`src/rtl/bram_window_ctrl.sv`:
```
// Load/scan sequencer for the 3-read-port convolution BRAM.
// Loads one image from a pixel stream, then emits every 3x3 window in raster order.
module bram_window_ctrl #(
    parameter int ADDR_WIDTH = 6,
    parameter int RAM_WIDTH  = 8,
    parameter int RAM_PORTS  = 3,
    parameter int IMG_W      = 8,
    parameter int IMG_H      = 8
) (
    input  logic                            i_clk,
    input  logic                            i_rst,
    input  logic                            i_start,
    input  logic                            i_pix_valid,
    input  logic [RAM_WIDTH-1:0]            i_pix,
    output logic                            o_pix_ready,
    output logic                            o_wr_en,
    output logic [ADDR_WIDTH-1:0]           o_w_addrs,
    output logic [RAM_WIDTH-1:0]            o_w_data,
    output logic [ADDR_WIDTH*RAM_PORTS-1:0] o_r_addrs,
    input  logic [RAM_WIDTH*RAM_PORTS-1:0]  i_bram_data,
    output logic [RAM_WIDTH*9-1:0]          o_win,
    output logic                            o_win_valid,
    input  logic                            i_win_ready,
    output logic                            o_busy,
    output logic                            o_done
);

    typedef enum logic [2:0] {
        ST_IDLE,
        ST_LOAD,
        ST_RD,
        ST_DRAIN,
        ST_OUT,
        ST_DONE
    } state_t;

    localparam logic [ADDR_WIDTH-1:0] PIX_LAST = ADDR_WIDTH'(IMG_W * IMG_H - 1);
    localparam logic [ADDR_WIDTH-1:0] IMG_W_A  = ADDR_WIDTH'(IMG_W);
    localparam logic [ADDR_WIDTH-1:0] COL_LAST = ADDR_WIDTH'(IMG_W - 3);
    localparam logic [ADDR_WIDTH-1:0] ROW_LAST = ADDR_WIDTH'(IMG_H - 3);
    localparam logic [ADDR_WIDTH-1:0] ONE_A    = ADDR_WIDTH'(1);

    state_t state_reg, state_next;

    logic [ADDR_WIDTH-1:0]           wcnt_reg;
    logic [ADDR_WIDTH-1:0]           row_reg;
    logic [ADDR_WIDTH-1:0]           col_reg;
    logic [1:0]                      k_reg;
    logic [ADDR_WIDTH*RAM_PORTS-1:0] r_addrs_reg;
    logic [RAM_WIDTH*9-1:0]          win_reg;
    logic                            done_reg;

    logic                            wr_en;
    logic                            load_last;
    logic                            win_hs;
    logic                            scan_last;
    logic                            cap_en;
    logic [1:0]                      cap_row;
    logic [ADDR_WIDTH-1:0]           row_base;
    logic [ADDR_WIDTH-1:0]           r_addr_next [RAM_PORTS];

    assign wr_en     = i_pix_valid && o_pix_ready;
    assign load_last = (wcnt_reg == PIX_LAST);
    assign win_hs    = o_win_valid && i_win_ready;
    assign scan_last = (row_reg == ROW_LAST) && (col_reg == COL_LAST);

    // Row k of the current window starts at (r+k)*IMG_W + c; ports read 3 adjacent pixels.
    assign row_base = (row_reg + ADDR_WIDTH'(k_reg)) * IMG_W_A + col_reg;

    genvar gi;
    generate
        for (gi = 0; gi < RAM_PORTS; gi++) begin : g_raddr
            assign r_addr_next[gi] = row_base + ADDR_WIDTH'(gi);
        end
    endgenerate

    // Read data trails the address register by one cycle: RD k>0 captures row k-1, DRAIN row 2.
    assign cap_en  = ((state_reg == ST_RD) && (k_reg != 2'd0)) || (state_reg == ST_DRAIN);
    assign cap_row = (state_reg == ST_DRAIN) ? 2'd2 : (k_reg - 2'd1);

    always_ff @(posedge i_clk or posedge i_rst) begin
        if (i_rst) begin
            state_reg <= ST_IDLE;
        end else begin
            state_reg <= state_next;
        end
    end

    always_comb begin
        state_next = state_reg;
        case (state_reg)
            ST_IDLE:  if (i_start) state_next = ST_LOAD;
            ST_LOAD:  if (wr_en && load_last) state_next = ST_RD;
            ST_RD:    if (k_reg == 2'd2) state_next = ST_DRAIN;
            ST_DRAIN: state_next = ST_OUT;
            ST_OUT:   if (win_hs) state_next = scan_last ? ST_DONE : ST_RD;
            ST_DONE:  if (i_start) state_next = ST_LOAD;
            default:  state_next = ST_IDLE;
        endcase
    end

    always_comb begin
        o_pix_ready = 1'b0;
        o_win_valid = 1'b0;
        o_busy      = 1'b0;
        case (state_reg)
            ST_LOAD: begin
                o_pix_ready = 1'b1;
                o_busy      = 1'b1;
            end
            ST_RD, ST_DRAIN: o_busy = 1'b1;
            ST_OUT: begin
                o_win_valid = 1'b1;
                o_busy      = 1'b1;
            end
            default: ;
        endcase
    end

    always_ff @(posedge i_clk or posedge i_rst) begin
        if (i_rst) begin
            wcnt_reg <= '0;
            row_reg  <= '0;
            col_reg  <= '0;
            k_reg    <= 2'd0;
            done_reg <= 1'b0;
        end else begin
            done_reg <= (state_reg == ST_OUT) && win_hs && scan_last;
            if (wr_en) begin
                wcnt_reg <= load_last ? '0 : wcnt_reg + ONE_A;
                if (load_last) begin
                    row_reg <= '0;
                    col_reg <= '0;
                end
            end
            if (state_reg == ST_RD) begin
                k_reg <= (k_reg == 2'd2) ? 2'd0 : k_reg + 2'd1;
            end
            if (win_hs) begin
                if (col_reg == COL_LAST) begin
                    col_reg <= '0;
                    row_reg <= scan_last ? '0 : row_reg + ONE_A;
                end else begin
                    col_reg <= col_reg + ONE_A;
                end
            end
        end
    end

    always_ff @(posedge i_clk or posedge i_rst) begin
        if (i_rst) begin
            r_addrs_reg <= '0;
        end else if (state_reg == ST_RD) begin
            for (int p = 0; p < RAM_PORTS; p++) begin
                r_addrs_reg[ADDR_WIDTH*p +: ADDR_WIDTH] <= r_addr_next[p];
            end
        end
    end

    always_ff @(posedge i_clk or posedge i_rst) begin
        if (i_rst) begin
            win_reg <= '0;
        end else if (cap_en) begin
            for (int k = 0; k < 3; k++) begin
                if (cap_row == 2'(k)) begin
                    win_reg[RAM_WIDTH*3*k +: RAM_WIDTH*3] <= i_bram_data;
                end
            end
        end
    end

    assign o_wr_en   = wr_en;
    assign o_w_addrs = wcnt_reg;
    assign o_w_data  = i_pix;
    assign o_r_addrs = r_addrs_reg;
    assign o_win     = win_reg;
    assign o_done    = done_reg;

endmodule

```
`config.mk`:
```
export PLATFORM = sky130hd
export DESIGN_NAME = bram_window_ctrl
export DESIGN_NICKNAME = d
export VERILOG_FILES = /design/src/rtl/bram_window_ctrl.sv
export SDC_FILE = /design/constraint.sdc
export NUM_CORES = 1
export LEC_CHECK = 0
export ABC_CLOCK_PERIOD_IN_PS = 6100
export CORE_MARGIN = 2
export CORE_UTILIZATION = 51
export CTS_CLUSTER_DIAMETER = 30
export DETAILED_ROUTE_END_ITERATION = 10
export PLACE_DENSITY = 0.89
export SLEW_MARGIN = 30
export SYNTH_ARGS = -nofsm -noshare
export SYNTH_HDL_FRONTEND = slang
export SYNTH_SLANG_ARGS = --single-unit
```
`constraint.sdc`:
```
create_clock -name i_clk -period 6.1 [get_ports i_clk]
set_input_delay 1.22 -clock i_clk [delete_from_list [all_inputs] [get_ports i_clk]]
set_output_delay 1.22 -clock i_clk [all_outputs]
set_load 0.03 [all_outputs]
```
==> impl_results.md, run 1 <==
- Die Span X: between 100 and 150 µm
- Drt total wl: 11800 µm
- Hold path depth: 2
- IO Port Bufs: 129
- CP endpoint kind: output port
- Worst Hold Path EP: o_r_addrs[8]
- Final ANT Viol Nets: 0
- Worst Hold Slack: 0.477 ns
- Pleak: around 3.0 nW
- Most frequent cells in the layout: clkdlybuf4s50_1 (129), dfrtp_1 (113), mux2_2 (73)
- Vias post-DR: 3468
- Die Footprint: around 10000 µm²
- Clk buf depth: 2
- Switching Share: 34.4%
- Post-CTS sizing: 0
- GRT busiest layer: met2
- Cell taking the most area after synthesis: dfrtp_1
- Grt met3 use: under 10%
- CTS Root Cell: clkbuf_8
- Setup CP Type: in2out
- R2R Path End: o_r_addrs[17]
- Critical path data required time: 4.88 ns
- Max reg flops: a little over 70
- Antenna fix cells: 0
- CORE AREA: 9330 µm²
- Ys Warns: 0
- Slew @ Worst Pin: 0.742 ns
- Pwr Density: roughly 460 nW/µm²
- P_sw: 1.09 mW
- Reg power frac: about a third
- DR DRC count: 0
- Setup-failing EPs final: 0
- Max FO, Critical Path: 12
- Worst EP arrival: about 3.0 ns
- Ports: between 100 and 150
- M2 GR Usage: roughly two fifths
- Final Critical Period: about 4.2 ns
- Gr ovfl total: 0
- Total track usage: a little under a quarter
- Syn Nets: ~440
- Clock slew at reported path FFs: ~0.06 ns
- Area grow syn2layout: 39.7%
- Post-synth EDFFs: 0
- Status: completed
- Final weighted congestion in routability-driven placement: approximately 0.8
- Clock Sink Count: between 100 and 150
- Setup TNS: 0 ns
- Asr flop ratio synth: 100%
- Layout cells sized above 1: roughly 23%
- Post-Syn Area: 4940 µm²
- Clock latency on the worst-skew pair: a little over 0.5 ns
- First-pass GRT wire length: between 15000 and 20000 µm
- Grt met1 use: ~28%
- Fin nets: around 560
- Post-CTS setup buffer count: 0
- Die Y: between 100 and 150 µm
- Number of global-route vias before repair: 3603
- Yosys cell types: 50
- Endpoints failing hold: 0
- TritonRoute pass-1 iters: 4
- Max frequency: roughly 0.24 GHz
- Synth Area per Inst: around 13 µm²
- Vias per cell: 5.31
- CTS tree: done
- Initial antenna violation count: 0
- Critical path startpoint category: input pin
- Yosys reg bits: between 100 and 150
- Commonest register cell after synthesis: dfrtp_1
- Dpl hpwl: around 7700 µm
- Most common cell after layout, fill and taps aside: clkdlybuf4s50_1
- Clk pwr share: ~33%
- Worst hold start: o_r_addrs[8]
- Reg2Reg Depth: 7
- Comb power frac: around 33%
- Fin crit share: 69.2%
- H-tree depth: 4
- Hold Path Class: reg2reg
- Max Transition Viols Final: 0
- Seq/Total Area, Yosys: between 50% and 60%
- Worst vdd ir: ~0.31 mV
- Initial DRC count: between 100 and 150
- Clk_skew: around 0.012 ns
- Max-cap violations: 0
- Row count: 35
- Internal: roughly 2.1 mW
- Largest net degree at the start of global routing: 88
- Flop-to-flop setup slack: ~3.7 ns
- Slew headroom: 50.5%
- Largest cells by area after synthesis: dfrtp_1 (57%), mux2_2 (17%), nand2_1 (3.3%)
- Hold Buf Count CTS: 0
- Post-Syn Instances: about 390
- Routed WL per cell: 18.1 µm
- Share of the synthesized area in the top cell type: 57.3%
- Total power: 3.15 mW
- Starting Density: between 50% and 60%
- Worst r2r src: k_reg[0]
- Cts bufs inserted: 17
- RSZ-0062 raised after global routing: no
[critical path, stage by stage]
cell and delay [ns]:
clkdlybuf4s50_1 0.51, nor4bb_1 0.33, buf_4 0.24, clkdlybuf4s50_1 0.69
[area by class of cell]
type / count / area, µm²
sequential: 113 / 2830
fill: 607 / 2430
multi-input combinational: 238 / 1920
timing repair buffer: 133 / 1320
clock buffer: 18 / 428
clock inverter: 14 / 204
tap: 129 / 161
inverter: 8 / 35.0
[cells by family after synthesis]
family,synth area share [%]
fa+ha+maj,3.60
mux,17.3
simple gates,10.1
compound gates,5.25
flops,57.3
buf+inv,3.88
xor+xnor,2.66
[layer usage]
layer	vias to the layer above	part of all wire, %
met5	-	0
met4	0	2.7
met2	135	52
met3	27	5.5
met1	1706	40
li1	1600	-
[synth_stat cells, drive strengths merged (3+ instances only)]
master,instances
or2,4
nand3,14
buf,18
ha,11
dfrtp,113
mux2i,3
o2bb2ai,3
xor2,4
nor2,9
nand2,43
nand2b,5
inv,8
mux2,73
o21ai,21
xnor2,11
clkbuf,9
[stage by stage]
step	setup slack (ns)	instances	utilization, %	cell area, µm²
2_1_floorplan	1.89	386	-	4940
3_3_place_gp	2.01	621	67.1	6260
3_5_place_dp	2.00	621	67.1	6260
4_1_cts	1.90	653	73.9	6890
5_1_grt	1.82	653	73.9	6890
6_report	1.88	653	73.9	6890
[worst max-delay path by stage]
stage	slack [ns]	startpoint	endpoint
6_report	1.88	i_pix_valid	o_wr_en
2_1_floorplan	1.89	i_rst	col_reg[0]
3_5_place_dp	2.00	i_pix_valid	o_wr_en
3_3_place_gp	2.01	i_pix_valid	o_wr_en
4_1_cts	1.90	i_pix_valid	o_wr_en
5_1_grt	1.82	i_pix_valid	o_wr_en
[power by group through the flow]
stage	combinational (mW)	clock, mW	sequential [mW]
final	1.05	1.04	1.06
after CTS	1.06	1.05	1.06
after floorplan	0.311	0	1.36
after detailed placement	1.05	0	1.07
after global placement	1.02	0	1.05
after global routing	1.11	1.09	1.08
No activity file was read; power rests on OpenSTA's default activity.
==> run 2, diff against run 1 <==
ABC_CLOCK_PERIOD_IN_PS = 4100   (was 6100)
CORE_UTILIZATION = 47   (was 51)
PLACE_DENSITY = 0.84   (was 0.89)
clock period = 4.1 ns   (was 6.1 ns; I/O delays follow)
==> run 2 against run 1 <==
Sequential power is 49% higher. Setup slack worse by 0.74 ns. Highest routed layer unchanged. Sequential cell count stayed put. Clock-buffer cell count stayed put. Die area is 8.2% higher. Clock skew is 0.0014 ns lower. Critical path type is now reg2out. Register-to-register slack worse by 2.0 ns. Clock power is 55% higher. Combinational power is 50% higher. Global-route usage is 1.2 points lower.
==> impl_results.md, run 2 (synthesis gave the netlist of run 1 again) <==
- First-pass GRT wire length: slightly below 20000 µm
- CTS Root Cell: clkbuf_8
- H-tree depth: 4
- Metal2 WL: about 6100 µm
- Final weighted congestion in routability-driven placement: ~0.8
- Clock latency on the worst-skew pair: roughly 0.52 ns
- Critical path data required time: roughly 3.3 ns
- Antenna fix cells: 0
- Vias post-DR: ~3.5k
- Dpl hpwl: approximately 8000 µm
- Final ANT Viol Nets: 0
- IO Port Bufs: around 130
- Post-CTS setup buffer count: 0
- RSZ-0062 raised after global routing: no
- DR DRC count: 0
- Area grow syn2layout: 40.3%
- Slew headroom: roughly 56%
- Max FO, Critical Path: 9
- M1 WL: 4770 µm
- Cts bufs inserted: 17
- Clk_skew: 0.0102 ns
- Critical path startpoint category: flip-flop
- Clock Sink Count: about 110
- Max reg flops: 72
- FF+latch area: ~2800 µm²
- Die Footprint: 11300 µm²
- Top Layer Used: met4
- Most frequent cells in the layout: clkdlybuf4s50_1 (128), dfrtp_1 (113), mux2_2 (73)
- TritonRoute pass-1 iters: 4
- Fin nets: 561
- Multi-input gate area: around 1900 µm²
- Post-CTS sizing: 0
- Pwr Density: 687 nW/µm²
- Clock slew at reported path FFs: about 0.060 ns
- Largest net degree at the start of global routing: between 70 and 80
- Core Util, Final: between 60% and 70%
- CORE AREA: around 10000 µm²
- Layout cells sized above 1: a little under a quarter
- CTS tree: done
- Gr ovfl total: 0
- Setup-failing EPs final: 0
- Total power: 4.76 mW
- Worst EP arrival: approximately 2.1 ns
- Drt total wl: between 10000 and 15000 µm
- Clk buf depth: 2
- Status: completed
- Die Span X: ~110 µm
- Total track usage: about 22%
- Starting Density: approximately 48%
- Max-cap violations: 0
- Worst slack at placement: roughly 1.3 ns
- Fin crit share: roughly 72%
- Most common cell after layout, fill and taps aside: clkdlybuf4s50_1
- Die Y: roughly 110 µm
- WL met3: 516 µm
- Max Transition Viols Final: 0
- Worst vdd ir: slightly above 0.5 mV
- Hold Path Class: reg2reg
- Fillers: between 700 and 800
- Ports: 146
- PnR worst setup slack: 1.14 ns
- Endpoints failing hold: 0
- Final Critical Period: roughly 3 ns
- Setup TNS: 0 ns
- Routed WL per cell: about 18 µm
- Hold Buf Count CTS: 0
- Vias per cell: roughly 5.3
- Setup CP Type: reg2out
- Initial antenna violation count: 0
- Pleak: 3.01 nW
- Row count: 37
- CP endpoint kind: output port
- Slew @ Worst Pin: 0.667 ns
- Max frequency: around 0.34 GHz
- Initial DRC count: about 140
- Number of global-route vias before repair: ~3.8k
==> run 2: changes by cell type in the layout (fill, tap and decap cells not counted) <==
| cell | before | now |
|---|---|---|
| clkinv_4 | 5 | 4 |
| buf_12 | 0 | 1 |
| bufinv_16 | 4 | 5 |
| clkbuf_1 | 0 | 1 |
| inv_6 | 3 | 4 |
| clkbuf_8 | 2 | 1 |
| inv_4 | 0 | 1 |
| clkinvlp_4 | 3 | 1 |
| clkdlybuf4s50_1 | 129 | 128 |
==> run 2: cell type report <==
| class | count | area share, % |
|---|---|---|
| clock buffer | 18 | 6.04 |
| clock inverter | 14 | 3.29 |
| inverter | 8 | 0.470 |
| multi-input combinational | 238 | 27.7 |
| sequential | 113 | 40.8 |
| tap | 136 | 2.46 |
| timing repair buffer | 133 | 19.2 |
==> run 2: final timing paths <==
path | cells past startpoint | startpoint | end | slack (ns)
setup / recovery | 3 | state_reg[1] | o_win_valid | 1.14
hold / removal | 2 | o_r_addrs[15] | o_r_addrs[15] | 0.48
setup reg to reg | 7 | k_reg[0] | o_r_addrs[17] | 1.65
hold reg to reg | 2 | o_r_addrs[15] | o_r_addrs[15] | 0.48
max in group asynchronous | 3 | i_rst | o_win[22] | 2.62
min in group asynchronous | 2 | i_rst | o_win[4] | 0.72
==> run 2: worst max-delay path: stages, from the launching register on <==
cell and delay [ns]:
dfrtp_1 0.52, nand2b_1 0.24, nor2_1 0.15, clkdlybuf4s50_1 0.72
==> run 2: through the flow <==
stage | area (µm²) | hold slack, ns | instances
detailed placement | 6280 | 0.471 | 628
floorplan | 4940 | 0.491 | 386
global placement | 6280 | 0.463 | 628
global route | 6920 | 0.516 | 660
finish | 6920 | 0.483 | 660
CTS | 6920 | 0.486 | 660
==> run 2: power by group <==
group | total (mW) | internal (mW) | switching (mW)
Clock | 1.61 | 1.06 | 0.549
Combinational | 1.57 | 0.693 | 0.874
Sequential | 1.58 | 1.37 | 0.211
Total | 4.76 | 3.12 | 1.63
==> run 2: per-layer routing <==
layer,vias up,global-route usage [%]
li1,1585,-
met1,1738,26.2
met2,121,37.2
met3,40,5.15
met4,0,14.2
met5,-,0
==> run 3, diff against run 2 <==
ABC_CLOCK_PERIOD_IN_PS = 2530   (was 4100)
CORE_UTILIZATION = 43   (was 47)
PLACE_DENSITY = 0.81   (was 0.84)
clock period = 2.53 ns   (was 4.1 ns; I/O delays follow)
==> run 3 against run 2 <==
Routed wire length shrank 11%. Total power grew 52%. Sequential power grew 59%. Final cell count grew 1.8%. Cell area shrank 0.54%. Register-to-register slack lost 1.5 ns. Setup slack lost 0.99 ns. Largest power group is now combinational cells.
==> impl_results.md, run 3 (synthesis gave the netlist of run 1 again) <==
- Status: completed
- Fillers: between 900 and 1k
- Setup-failing EPs final: 0
- Slew headroom: between 50% and 60%
- Hold Path Class: reg2reg
- Flop-to-flop setup slack: ~0.15 ns
- Ports: ~150
- Core Util, Final: approximately 61%
- Setup CP Type: reg2reg
- Final ANT Viol Nets: 0
- Critical path startpoint category: flip-flop
- Worst EP arrival: roughly 2.6 ns
- IO Port Bufs: 129
- Antenna fix cells: 0
- Critical path data required time: ~2.8 ns
- First-pass GRT wire length: 17800 µm
- Initial DRC count: 213
- Worst Hold Slack: between 0.4 and 0.5 ns
- Reg2Reg Depth: 7
- Worst Hold Path EP: o_r_addrs[10]
- Clock slew at reported path FFs: around 0.050 ns
- Worst r2r src: row_reg[0]
- Vias per cell: between 5 and 6
- Clock Sink Count: about 110
- Endpoints failing hold: 0
- Critical Path Start: row_reg[0]
- Hold Buf Count CTS: 0
- Die Span X: approximately 110 µm
- Row count: 39
- CTS Root Cell: clkbuf_16
- CORE AREA: between 10000 and 15000 µm²
- Final Critical Period: around 2.4 ns
- Max frequency: 0.420 GHz
- Die Footprint: roughly 12000 µm²
- Most frequent cells in the layout: clkdlybuf4s50_1 (126), dfrtp_1 (113), mux2_2 (73)
- Max reg flops: between 70 and 80
- DR DRC count: 0
- Hold path depth: 2
- Gr ovfl total: 0
- Critical path buffers and inverters: 0
- Cts bufs inserted: 17
- Crit-path leading delay family: adder cells
- H-tree depth: 4
- Initial antenna violation count: 0
- Max Transition Viols Final: 0
- Area grow syn2layout: 39.5%
- Max FO, Critical Path: 6
- Clk buf depth: 2
- Max-cap violations: 0
- Number of global-route vias before repair: about 3.5k
- Fin crit share: a little over nine tenths
- CP endpoint kind: flip-flop
- Critical path cell sequence: ha_1 -> fa_1 -> fa_1 -> xnor2_1 -> xnor2_2 -> xnor2_1 -> o21ai_0
- Worst hold start: o_r_addrs[10]
- Pleak: 3.00 nW
- CP max stage cell: fa_1
- Fin nets: around 570
- Pwr Density: 1050 nW/µm²
- Dpl hpwl: between 7000 and 8000 µm
- Clock latency on the worst-skew pair: ~0.39 ns
- Starting Density: a little over two fifths
- Drt total wl: approximately 11000 µm
- Total power: 7.24 mW
- Placed inst area: 6330 µm²
- Setup TNS: 0 ns
- Slew @ Worst Pin: approximately 0.65 ns
- CTS tree: done
- Die Y: between 100 and 150 µm
- Worst vdd ir: around 0.8 mV
- Vias post-DR: 3438
- Post-layout instance area: 6890 µm²
- Layout cells sized above 1: 23.3%
- Total track usage: 17.9%
- R2R Path End: o_r_addrs[17]
- Largest net degree at the start of global routing: 114
- Clk_skew: between 0.006 and 0.007 ns
- Final weighted congestion in routability-driven placement: about 0.80
- TritonRoute pass-1 iters: 4
- Most common cell after layout, fill and taps aside: clkdlybuf4s50_1
- Max stage delay on crit path: ~0.45 ns
- Routed WL per cell: roughly 16 µm
==> run 3: changes by cell type in the layout (fill, tap and decap cells not counted), moves of 4 or more <==
cell,before,now
inv_6,4,0
clkinv_2,0,5
buf_4,4,10
bufinv_16,5,1
==> run 3: timing repair <==
action,4_1_cts,5_1_grt
buffers inserted,0,0
gates resized for setup,2,1
setup endpoints to repair,2,2
==> run 3: layout make-up <==
type	instances	area, µm²	share of cell area, %
flip-flops and latches	113	2830	41.1
well taps	143	179	2.60
clock buffers	21	460	6.69
repair buffers	139	1370	19.9
multi-input cells	238	1920	27.9
clock inverters	10	87.6	1.27
inverters	8	33.8	0.491
==> run 3: per-layer routing <==
metal | wire length, µm | vias to the layer above | track usage, %
met3 | 602 | 10 | 5.58
met2 | 5250 | 104 | 29.7
met4 | 108 | 0 | 6.01
met1 | 4680 | 1713 | 22.5
met5 | 0 | - | 0
li1 | - | 1611 | -
==> run 3: how the worst max path moves through the flow <==
stage / endpoint / depth (start not counted)
6_report: o_r_addrs[17] / 7
5_1_grt: o_r_addrs[17] / 7
4_1_cts: o_r_addrs[17] / 7
3_5_place_dp: o_r_addrs[17] / 7
3_3_place_gp: o_wr_en / 4
2_1_floorplan: o_r_addrs[11] / 7
==> run 3: worst reg2reg max path, stage by stage, from the launching register on <==
cell and delay (ns):
dfrtp_1 0.43, ha_1 0.23, fa_1 0.45, fa_1 0.42, xnor2_1 0.28, xnor2_2 0.19
xnor2_1 0.14, o21ai_0 0.10
==> run 3: metrics by stage <==
step	setup WS, ns	cells
after CTS	0.118	672
final	0.147	672
after global routing	-0.0253	672
after global placement	0.131	641
after floorplan	0.263	386
after detailed placement	0.126	641
==> run 3: power breakdown <==
part	internal, mW	total [mW]	switching [mW]	leakage [nW]
Combinational	1.13	2.53	1.40	1.29
Sequential	2.23	2.52	0.298	1.44
Clock	1.39	2.18	0.793	0.268
Total	4.74	7.24	2.49	3.00
